==> src/rtl/axi_addr_guard.sv <==
// axi_addr_guard
//   Address-window guard between a 64-bit AXI master and the DDR address
//   mapper. Transactions whose addr[31:28] matches WIN_TAG pass through with
//   no added latency. Any other address is terminated locally with DECERR,
//   so it can never alias into DRAM through the mapper's truncated decode.
//   A rejected transaction waits until every forwarded transaction in its
//   direction has completed. This keeps local responses from overtaking
//   downstream ones.
//
// Ports
//   clk, reset            single clock, asynchronous active-high reset
//   s_axi_*               upstream slave port (from the core)
//   m_axi_*               downstream master port (to the address mapper)
//   decerr_cnt            saturating count of rejected AW + AR transactions
//   last_bad_addr         address of the most recently rejected AW or AR
//                         (AR wins when both are rejected in one cycle)
module axi_addr_guard #(
  parameter int          ADDR_WIDTH      = 32,
  parameter int          DATA_WIDTH      = 64,
  parameter int          ID_WIDTH        = 5,
  parameter logic [3:0]  WIN_TAG         = 4'h8,
  parameter int          MAX_OUTSTANDING = 15
) (
  input  logic                    clk,
  input  logic                    reset,
  // upstream write address
  input  logic [ID_WIDTH-1:0]     s_axi_awid,
  input  logic [ADDR_WIDTH-1:0]   s_axi_awaddr,
  input  logic [7:0]              s_axi_awlen,
  input  logic [2:0]              s_axi_awsize,
  input  logic [1:0]              s_axi_awburst,
  input  logic                    s_axi_awlock,
  input  logic [3:0]              s_axi_awcache,
  input  logic [2:0]              s_axi_awprot,
  input  logic [3:0]              s_axi_awqos,
  input  logic                    s_axi_awvalid,
  output logic                    s_axi_awready,
  // upstream write data
  input  logic [DATA_WIDTH-1:0]   s_axi_wdata,
  input  logic [DATA_WIDTH/8-1:0] s_axi_wstrb,
  input  logic                    s_axi_wlast,
  input  logic                    s_axi_wvalid,
  output logic                    s_axi_wready,
  // upstream write response
  output logic [ID_WIDTH-1:0]     s_axi_bid,
  output logic [1:0]              s_axi_bresp,
  output logic                    s_axi_bvalid,
  input  logic                    s_axi_bready,
  // upstream read address
  input  logic [ID_WIDTH-1:0]     s_axi_arid,
  input  logic [ADDR_WIDTH-1:0]   s_axi_araddr,
  input  logic [7:0]              s_axi_arlen,
  input  logic [2:0]              s_axi_arsize,
  input  logic [1:0]              s_axi_arburst,
  input  logic                    s_axi_arlock,
  input  logic [3:0]              s_axi_arcache,
  input  logic [2:0]              s_axi_arprot,
  input  logic [3:0]              s_axi_arqos,
  input  logic                    s_axi_arvalid,
  output logic                    s_axi_arready,
  // upstream read data
  output logic [ID_WIDTH-1:0]     s_axi_rid,
  output logic [DATA_WIDTH-1:0]   s_axi_rdata,
  output logic [1:0]              s_axi_rresp,
  output logic                    s_axi_rlast,
  output logic                    s_axi_rvalid,
  input  logic                    s_axi_rready,
  // downstream write address
  output logic [ID_WIDTH-1:0]     m_axi_awid,
  output logic [ADDR_WIDTH-1:0]   m_axi_awaddr,
  output logic [7:0]              m_axi_awlen,
  output logic [2:0]              m_axi_awsize,
  output logic [1:0]              m_axi_awburst,
  output logic                    m_axi_awlock,
  output logic [3:0]              m_axi_awcache,
  output logic [2:0]              m_axi_awprot,
  output logic [3:0]              m_axi_awqos,
  output logic                    m_axi_awvalid,
  input  logic                    m_axi_awready,
  // downstream write data
  output logic [DATA_WIDTH-1:0]   m_axi_wdata,
  output logic [DATA_WIDTH/8-1:0] m_axi_wstrb,
  output logic                    m_axi_wlast,
  output logic                    m_axi_wvalid,
  input  logic                    m_axi_wready,
  // downstream write response
  input  logic [ID_WIDTH-1:0]     m_axi_bid,
  input  logic [1:0]              m_axi_bresp,
  input  logic                    m_axi_bvalid,
  output logic                    m_axi_bready,
  // downstream read address
  output logic [ID_WIDTH-1:0]     m_axi_arid,
  output logic [ADDR_WIDTH-1:0]   m_axi_araddr,
  output logic [7:0]              m_axi_arlen,
  output logic [2:0]              m_axi_arsize,
  output logic [1:0]              m_axi_arburst,
  output logic                    m_axi_arlock,
  output logic [3:0]              m_axi_arcache,
  output logic [2:0]              m_axi_arprot,
  output logic [3:0]              m_axi_arqos,
  output logic                    m_axi_arvalid,
  input  logic                    m_axi_arready,
  // downstream read data
  input  logic [ID_WIDTH-1:0]     m_axi_rid,
  input  logic [DATA_WIDTH-1:0]   m_axi_rdata,
  input  logic [1:0]              m_axi_rresp,
  input  logic                    m_axi_rlast,
  input  logic                    m_axi_rvalid,
  output logic                    m_axi_rready,
  // debug
  output logic [15:0]             decerr_cnt,
  output logic [ADDR_WIDTH-1:0]   last_bad_addr
);

  typedef enum logic [1:0] {WR_IDLE, WR_PASS, WR_DRAIN, WR_RESP} wr_state_t;
  typedef enum logic       {RD_IDLE, RD_ERR}                     rd_state_t;

  localparam logic [3:0] CNT_MAX     = 4'(MAX_OUTSTANDING);
  localparam logic [1:0] RESP_DECERR = 2'b11;

  wr_state_t             wr_state;
  rd_state_t             rd_state;
  logic [3:0]            wr_cnt;
  logic [3:0]            rd_cnt;
  logic [ID_WIDTH-1:0]   bid_q;
  logic [ID_WIDTH-1:0]   rid_q;
  logic [7:0]            beat_cnt;

  // Window check: only the top nibble is compared; the mapper decodes the rest.
  logic aw_legal, ar_legal;
  assign aw_legal = (s_axi_awaddr[ADDR_WIDTH-1 -: 4] == WIN_TAG);
  assign ar_legal = (s_axi_araddr[ADDR_WIDTH-1 -: 4] == WIN_TAG);

  logic aw_pass, aw_reject, w_pass, w_drain, b_local;
  logic ar_pass, ar_reject, r_local;
  assign aw_pass   = (wr_state == WR_IDLE) && aw_legal && (wr_cnt < CNT_MAX);
  assign aw_reject = (wr_state == WR_IDLE) && s_axi_awvalid && !aw_legal && (wr_cnt == 4'd0);
  assign w_pass    = (wr_state == WR_PASS);
  assign w_drain   = (wr_state == WR_DRAIN);
  assign b_local   = (wr_state == WR_RESP);
  assign ar_pass   = (rd_state == RD_IDLE) && ar_legal && (rd_cnt < CNT_MAX);
  assign ar_reject = (rd_state == RD_IDLE) && s_axi_arvalid && !ar_legal && (rd_cnt == 4'd0);
  assign r_local   = (rd_state == RD_ERR);

  // Payload fields are straight wires; only the handshakes are steered.
  assign m_axi_awid    = s_axi_awid;
  assign m_axi_awaddr  = s_axi_awaddr;
  assign m_axi_awlen   = s_axi_awlen;
  assign m_axi_awsize  = s_axi_awsize;
  assign m_axi_awburst = s_axi_awburst;
  assign m_axi_awlock  = s_axi_awlock;
  assign m_axi_awcache = s_axi_awcache;
  assign m_axi_awprot  = s_axi_awprot;
  assign m_axi_awqos   = s_axi_awqos;
  assign m_axi_wdata   = s_axi_wdata;
  assign m_axi_wstrb   = s_axi_wstrb;
  assign m_axi_wlast   = s_axi_wlast;
  assign m_axi_arid    = s_axi_arid;
  assign m_axi_araddr  = s_axi_araddr;
  assign m_axi_arlen   = s_axi_arlen;
  assign m_axi_arsize  = s_axi_arsize;
  assign m_axi_arburst = s_axi_arburst;
  assign m_axi_arlock  = s_axi_arlock;
  assign m_axi_arcache = s_axi_arcache;
  assign m_axi_arprot  = s_axi_arprot;
  assign m_axi_arqos   = s_axi_arqos;

  // NOTE: handshake outputs are also masked by reset. The pass-through paths
  // are combinational, so without the mask a downstream valid could leak
  // upstream while reset is held.
  assign m_axi_awvalid = !reset && aw_pass && s_axi_awvalid;
  assign s_axi_awready = !reset && ((aw_pass && m_axi_awready) || aw_reject);
  assign m_axi_wvalid  = !reset && w_pass && s_axi_wvalid;
  assign s_axi_wready  = !reset && ((w_pass && m_axi_wready) || w_drain);
  assign s_axi_bvalid  = !reset && (b_local || m_axi_bvalid);
  assign s_axi_bid     = b_local ? bid_q : m_axi_bid;
  assign s_axi_bresp   = b_local ? RESP_DECERR : m_axi_bresp;
  assign m_axi_bready  = !reset && !b_local && s_axi_bready;

  assign m_axi_arvalid = !reset && ar_pass && s_axi_arvalid;
  assign s_axi_arready = !reset && ((ar_pass && m_axi_arready) || ar_reject);
  assign s_axi_rvalid  = !reset && (r_local || m_axi_rvalid);
  assign s_axi_rid     = r_local ? rid_q : m_axi_rid;
  assign s_axi_rdata   = r_local ? '0 : m_axi_rdata;
  assign s_axi_rresp   = r_local ? RESP_DECERR : m_axi_rresp;
  assign s_axi_rlast   = r_local ? (beat_cnt == 8'd0) : m_axi_rlast;
  assign m_axi_rready  = !reset && !r_local && s_axi_rready;

  logic m_aw_hs, m_b_hs, s_w_hs, m_ar_hs, m_rlast_hs;
  assign m_aw_hs    = m_axi_awvalid && m_axi_awready;
  assign m_b_hs     = m_axi_bvalid && m_axi_bready;
  assign s_w_hs     = s_axi_wvalid && s_axi_wready;
  assign m_ar_hs    = m_axi_arvalid && m_axi_arready;
  assign m_rlast_hs = m_axi_rvalid && m_axi_rready && m_axi_rlast;

  // Write FSM. A forwarded AW owns the W channel until its wlast, so W data
  // always follows its own AW.
  // NOTE: state is updated with non-blocking assignments only, so every
  // always_ff samples the pre-edge value of every other register.
  always_ff @(posedge clk or posedge reset) begin
    if (reset) begin
      wr_state <= WR_IDLE;
      bid_q    <= '0;
    end else begin
      case (wr_state)
        WR_IDLE: begin
          if (m_aw_hs) begin
            wr_state <= WR_PASS;
          end else if (aw_reject) begin
            bid_q    <= s_axi_awid;
            wr_state <= WR_DRAIN;
          end
        end
        WR_PASS:  if (s_w_hs && s_axi_wlast) wr_state <= WR_IDLE;
        WR_DRAIN: if (s_w_hs && s_axi_wlast) wr_state <= WR_RESP;
        WR_RESP:  if (s_axi_bready)          wr_state <= WR_IDLE;
        default:                             wr_state <= WR_IDLE;
      endcase
    end
  end

  // Read FSM. beat_cnt holds the number of DECERR beats still to be sent
  // after the current one.
  always_ff @(posedge clk or posedge reset) begin
    if (reset) begin
      rd_state <= RD_IDLE;
      rid_q    <= '0;
      beat_cnt <= '0;
    end else begin
      case (rd_state)
        RD_IDLE: begin
          if (ar_reject) begin
            rid_q    <= s_axi_arid;
            beat_cnt <= s_axi_arlen;
            rd_state <= RD_ERR;
          end
        end
        RD_ERR: begin
          if (s_axi_rready) begin
            if (beat_cnt == 8'd0) rd_state <= RD_IDLE;
            else                  beat_cnt <= beat_cnt - 8'd1;
          end
        end
        default: rd_state <= RD_IDLE;
      endcase
    end
  end

  // Outstanding counters for forwarded traffic.
  always_ff @(posedge clk or posedge reset) begin
    if (reset) begin
      wr_cnt <= '0;
      rd_cnt <= '0;
    end else begin
      case ({m_aw_hs, m_b_hs})
        2'b10:   wr_cnt <= wr_cnt + 4'd1;
        2'b01:   wr_cnt <= wr_cnt - 4'd1;
        default: wr_cnt <= wr_cnt;
      endcase
      case ({m_ar_hs, m_rlast_hs})
        2'b10:   rd_cnt <= rd_cnt + 4'd1;
        2'b01:   rd_cnt <= rd_cnt - 4'd1;
        default: rd_cnt <= rd_cnt;
      endcase
    end
  end

  // Debug: both directions may reject in one cycle, so the increment is 0..2.
  logic [1:0]  rej_inc;
  logic [16:0] decerr_sum;
  assign rej_inc    = {1'b0, aw_reject} + {1'b0, ar_reject};
  assign decerr_sum = {1'b0, decerr_cnt} + 17'(rej_inc);

  always_ff @(posedge clk or posedge reset) begin
    if (reset) begin
      decerr_cnt    <= '0;
      last_bad_addr <= '0;
    end else begin
      decerr_cnt <= decerr_sum[16] ? 16'hFFFF : decerr_sum[15:0];
      if (ar_reject)      last_bad_addr <= s_axi_araddr;
      else if (aw_reject) last_bad_addr <= s_axi_awaddr;
    end
  end

endmodule

==> config.mk <==
export PLATFORM = sky130hd
export DESIGN_NAME = axi_addr_guard
export DESIGN_NICKNAME = d
export VERILOG_FILES = /design/src/rtl/axi_addr_guard.sv
export SDC_FILE = /design/constraint.sdc
export NUM_CORES = 1
export LEC_CHECK = 0
export ABC_AREA = 0
export CORE_AREA = 2 2 240 242
export CTS_CLUSTER_SIZE = 14
export DETAILED_ROUTE_END_ITERATION = 7
export DIE_AREA = 0 0 242 244
export PLACE_DENSITY = 0.42
export SYNTH_ARGS = -nofsm -noshare
export SYNTH_HDL_FRONTEND = slang
export SYNTH_SLANG_ARGS = --single-unit
==> constraint.sdc <==
create_clock -name clk -period 4.1 [get_ports clk]
set_input_delay 0.82 -clock clk [delete_from_list [all_inputs] [get_ports clk]]
set_output_delay 0.82 -clock clk [all_outputs]
set_load 0.02 [all_outputs]
## Yosys cells after proc, flatten, opt, wreduce, memory -nomap -nowiden

Index checks and enable logic that the tools add are counted.

- $add $sub $neg: 7
- Multiply operators: 0
- Divide/modulo/power cells: 0
- Magnitude comparators: 2
- Equality and inequality tests: 16
- Shifts and indexed selects: 0
- Mux-type cells: 25
- Bitwise gates (word level): 2
- Reduce and logical (&&, ||, !) cells: 56

Operators with widths:

| kind | number |
|---|---|
| $mux 32 | 2 |
| $mux 64 | 1 |
| $logic_and 1x1->1 | 35 |
| $mux 8 | 3 |
| $add 16x2->17 | 1 |
| $mux 16 | 1 |
| $pmux 4 s2 | 2 |
| $pmux 8 s2 | 1 |
| $mux 2 | 7 |
| $mux 5 | 2 |
| $add 4x1->4 const B | 2 |
| $eq 2x2->1 const B | 4 |
| $eq 4x4->1 const B | 2 |
| $logic_not 4->1 | 2 |
| $logic_not 8->1 | 1 |
| $lt 4x4->1 const B | 2 |
| $ne 2x2->1 const B | 4 |
| $pmux 2 s4 | 1 |
| $sub 4x1->4 const B | 2 |
| $sub 8x1->8 const B | 1 |
| $eq 2x1->1 const B | 3 |
| $reduce_and 3->1 | 2 |
| $reduce_bool 2->1 | 3 |
| $logic_not 1->1 | 5 |
| 10 further kinds | 19 |

- Register bits: 77
- Bits in latches: 0
- Bits in writable memories: 0
- Bits in read-only memories: 0
- Input port bits: 288
- Output and inout bits: 334
- Memories kept: 0

## Depth between registers and ports, before layout

- Depth in word-level cells: 8
- Mapped depth: 12

## Worst setup path before layout

Ideal clock, no wire load.

- Path type: input-to-reg
- Start point: input port reset
- End point: register wr_cnt[3]
- Library setup time: 80 ps
- Arrival time: 4265 ps
- Required time: 4020 ps
- Path slack: -245 ps
- Cell stages on the path: 9
- Buffers on the path: 0
- Cells stage by stage: inv_1 -> nand2_1 -> or2_2 -> ha_1 -> ha_1 -> a21o_1 -> a21oi_1 -> mux2i_1 -> xnor2_1

- Word-level cells in the longest chain between the ends: 6
- Elaborated cells on any way between the ends: 11

Ends and longest elaborated chain:

| what | RTL line | text |
|---|---|---|
| start, declared | 25 | `input logic reset,` |
| $logic_not 1->1 (no line) * | n/a |  |
| $logic_and 1x1->1 (on tied branches) (2 in a row) | 178, 171 |  |
| $logic_and 1x1->1 (on tied branches) | 191, 190 |  |
| $eq 2x1->1 / $eq 2x2->1 (equally long branches) | 255 | `case ({m_aw_hs, m_b_hs})` |
| $pmux 4 s2 / $reduce_bool 2->1 (equally long branches) | n/a |  |
| end signal, assigned | 256 | `2'b10: wr_cnt <= wr_cnt + 4'd1;` |
| end signal, assigned | 257 | `2'b01: wr_cnt <= wr_cnt - 4'd1;` |
| end signal, assigned | 258 | `default: wr_cnt <= wr_cnt;` |
| end, declared | 123 | `logic [3:0] wr_cnt;` |

Every way passes the cells marked *; elsewhere a longest branch is shown, timed or not.
A chain may end at the register's enable or synchronous reset.

## Final worst setup path

- Start point: input port s_axi_araddr[29]
- End point: output port m_axi_arvalid

- Word-level cells in the longest chain between the ends: 5

Ends and longest elaborated chain:

| what | RTL line | text |
|---|---|---|
| start, declared | 51 | `input logic [ADDR_WIDTH-1:0] s_axi_araddr,` |
| $eq 4x4->1 | 132 | `assign ar_legal = (s_axi_araddr[ADDR_WIDTH-1 -: 4] == WIN_TAG);` |
| $logic_and 1x1->1 (2 in a row) | 141 | `assign ar_pass = (rd_state == RD_IDLE) && ar_legal && (rd_cnt < CNT_MAX);` |
| $logic_and 1x1->1 (2 in a row) | 180 | `assign m_axi_arvalid = !reset && ar_pass && s_axi_arvalid;` |
| end, declared | 101 | `output logic m_axi_arvalid,` |

No other way between the ends.

==> results.md <==
- Combinational power share: 0.550
- Num CTS Buffers: 9
- Cell count of the worst reg-to-reg path: 10
- Area of the multi-input gates: roughly 2500 um^2
- PwrDens: 480.1 nW/um^2
- Share of layout cells above drive strength 1: 0.07845
- Initial antenna violation count: 0
- Status: finished, final reports clean
- Post-synth EDFFs: 0
- Clock network power share: 0.173
- Family with the most delay on the worst path: buffers and inverters
- Worst hold stages: 2
- Final nets: 1200
- Layout area overhead: 61.12%
- Worst r2r src: r_local$_DFF_PP0_
- Setup WS post-layout: 0.3001 ns
- Endpoint type of the worst setup path: primary output
- Final setup violation count: 0
- Final Max Tran Viols: 0
- CP bufs+invs: 2
- DP Cell Count: 1645
- CTS max path bufs: 2
- Sequential area share after synthesis: 0.3128
- Die Wd: about 240 um
- DR iter-0 viols: between 150 and 200
- Most common library cells after synthesis: 199 x buf_4, 77 x dfrtp_1, 66 x nor2b_1
- R2R Path End: decerr_cnt[11]$_DFF_PP0_
- Initial Util: 0.1097
- Crit-path cells: clkdlybuf4s50_1 -> or4b_4 -> nor2_1 -> and3_1 -> clkdlybuf4s50_1
- Syn. warnings: 0
- Placeable Area: 56170 um^2
- Cells after synthesis: 699
- Worst-path clk slew: 0.07 ns
- Io pins: 622
- RSZ-0062 raised after global routing: false
- Hold path start: rid_q[4]$_DFFE_PP0P_
- Psw: 2.013 mW
- CP arrival: 2.98 ns
- Port Buf Inserts: a little under 400
- Final Hold Fails: 0
- Crit-path slowest cell: clkdlybuf4s50_1
- Drt pass-1 iters: 4
- Post-route DRC: 0
- Crit path kind: in2out
- Layout Cells excl Fill: 1661
- Vias: approximately 5500
- Routed WL per cell: 16.10 um
- Async S/R FF share, synth: 1.000
- # Post-CTS Setup Buffers: 0
- Final Cycle Share: 0.9268
- Post-route cell area: 9925 um^2
- Synth top area share: 0.3128
- Die Y-Extent: 244 um
- Synth area leaders: dfrtp_1 31%, buf_4 24%, nor2b_1 6.7%
- Distinct cells, synth: between 40 and 50
- CTS root buf: clkbuf_16
- Ys flop type: dfrtp_1
- R2R setup slack: between 1 and 1.5 ns
- TritonCTS clock tree: built
- Gr usage total: 0.08823
- Worst slew pin tran: 0.7485 ns
- H-Tree Depth: 3
- Post-Syn Area: between 6000 and 7000 um^2
- Worst endpoint required time: 3.28 ns
- Switching Share: 0.4225
- Global placer's final weighted congestion: 0.7734
- Dpl hpwl: around 22000 um
- Most common cell in the netlist: buf_4
- Hold Path Class: reg2reg
- CTS Sinks: 77
- Fill cells: 6326
- GR Overflow Total: 0
- Worst stage delay on the critical path: 0.65 ns
- Leading area contributor after synthesis: dfrtp_1
- Crit-path max FO: 3
- Worst skew pair latency: between 0.3 and 0.4 ns
- Routed Antenna Nets: 0
- Placement Setup Slack: 0.04992 ns
- Mean post-synth cell area: 8.812 um^2
- VDD IR-drop max: 0.1973 mV
- Post-Syn Nets: 999
- P_leak: 3.809 nW
- Register area: 1928 um^2
- Area after DPL: 9634 um^2
- Die area: 59050 um^2
- FP Rows: 87
- Largest net degree at the start of global routing: 60
- Ant. Diodes: 0
- Final Critical Period: ~3.8 ns
- Via density: 3.283
- Post-Route WL: 26740 um
- Max cap viols: 0
- Worst Hold Path EP: rid_q[4]$_DFFE_PP0P_
- Pint: roughly 2.8 mW
- Sequential share of power: 0.277
- Setup TNS: 0 ns
- Vias in the first global route: 5837
- Post_cts resized: 0
- Startpoint Class: input pin
- Worst path most repeated cell: clkdlybuf4s50_1
- # hold bufs at CTS: 0
- Setup Skew: 0.01210 ns
- Max_slew headroom: 0.5010
- Peak Freq: 263.2 MHz
- First-pass GRT wire length: approximately 38000 um
- Yosys reg bits: 77
- Hold Slack: about 0.48 ns
power by group through the flow:
stage               logic [mW]  registers [mW]  clock network, mW
floorplan                 1.43            1.42                  0
global route              2.85            1.37              0.908
finish                    2.62            1.32              0.822
CTS                       2.68            1.32              0.888
global placement          2.67            1.33                  0
detailed placement        2.67            1.33                  0
tightest hold or removal path, stage by stage, from the launching register on:
cell,delay [ns]
dfrtp_1,0.34
nand2_1,0.05
nand2_1,0.06
how the worst max path moves through the flow:
stage | startpoint | to | slack [ns] | depth (start not counted)
CTS | s_axi_araddr[29] | s_axi_arready | 0.04 | 6
floorplan | reset | wr_cnt[3]$_DFFE_PP0P_ | 0.22 | 9
global route | s_axi_awaddr[28] | s_axi_awready | 0.13 | 6
finish | s_axi_araddr[29] | m_axi_arvalid | 0.30 | 5
detailed placement | s_axi_araddr[29] | s_axi_arready | 0.05 | 6
global placement | s_axi_araddr[29] | s_axi_arready | 0.02 | 6
through the flow:
stage,utilization,power [mW]
floorplan,-,2.850
global placement,0.1715,3.996
detailed placement,0.1715,4.000
CTS,0.1766,4.893
global route,0.1767,5.127
finish,0.1767,4.765
placed cells by master (no fill, tap or decap), drive strengths merged, types with 9 or more instances in the layout:
| cell type | count |
|---|---|
| buf | 28 |
| mux2 | 17 |
| nor2 | 24 |
| xnor2 | 9 |
| inv | 18 |
| dfrtp | 77 |
| clkbuf | 9 |
| mux2i | 36 |
| nor2b | 66 |
| o21ai | 34 |
| nand2 | 40 |
| ha | 9 |
| clkdlybuf4s50 | 391 |
| nand3 | 48 |
| a21oi | 11 |
final cells by class:
class                   instances  area share
repair buffers                420      0.4193
multi-input cells             377      0.2561
flip-flops and latches         77      0.1943
well taps                     756     0.09531
clock buffers                   9     0.02269
clock inverters                 7    0.006304
inverters                      15    0.006051
state kept, by name (all words and copies together), names as in the netlist:
name,count
last_bad_addr,32
decerr_cnt,16
beat_cnt,8
bid_q,5
rid_q,5
rd_cnt,4
wr_cnt,4
wr_state,2
r_local,1
logic make-up after synthesis:
group | after synthesis | synth area share
buf+inv | 245 | 0.2763
compound gates | 75 | 0.07617
flops | 77 | 0.3128
mux | 53 | 0.08958
xor+xnor | 16 | 0.02275
fa+ha+maj | 12 | 0.02803
simple gates | 221 | 0.1944
per-layer routing:
metal | track usage | share of wire
met1 | 0.09648 | 0.39
met2 | 0.1473 | 0.48
met3 | 0.03775 | 0.092
met4 | 0.04212 | 0.038
met5 | 0 | 0
Power figures use the tool's default switching activity.
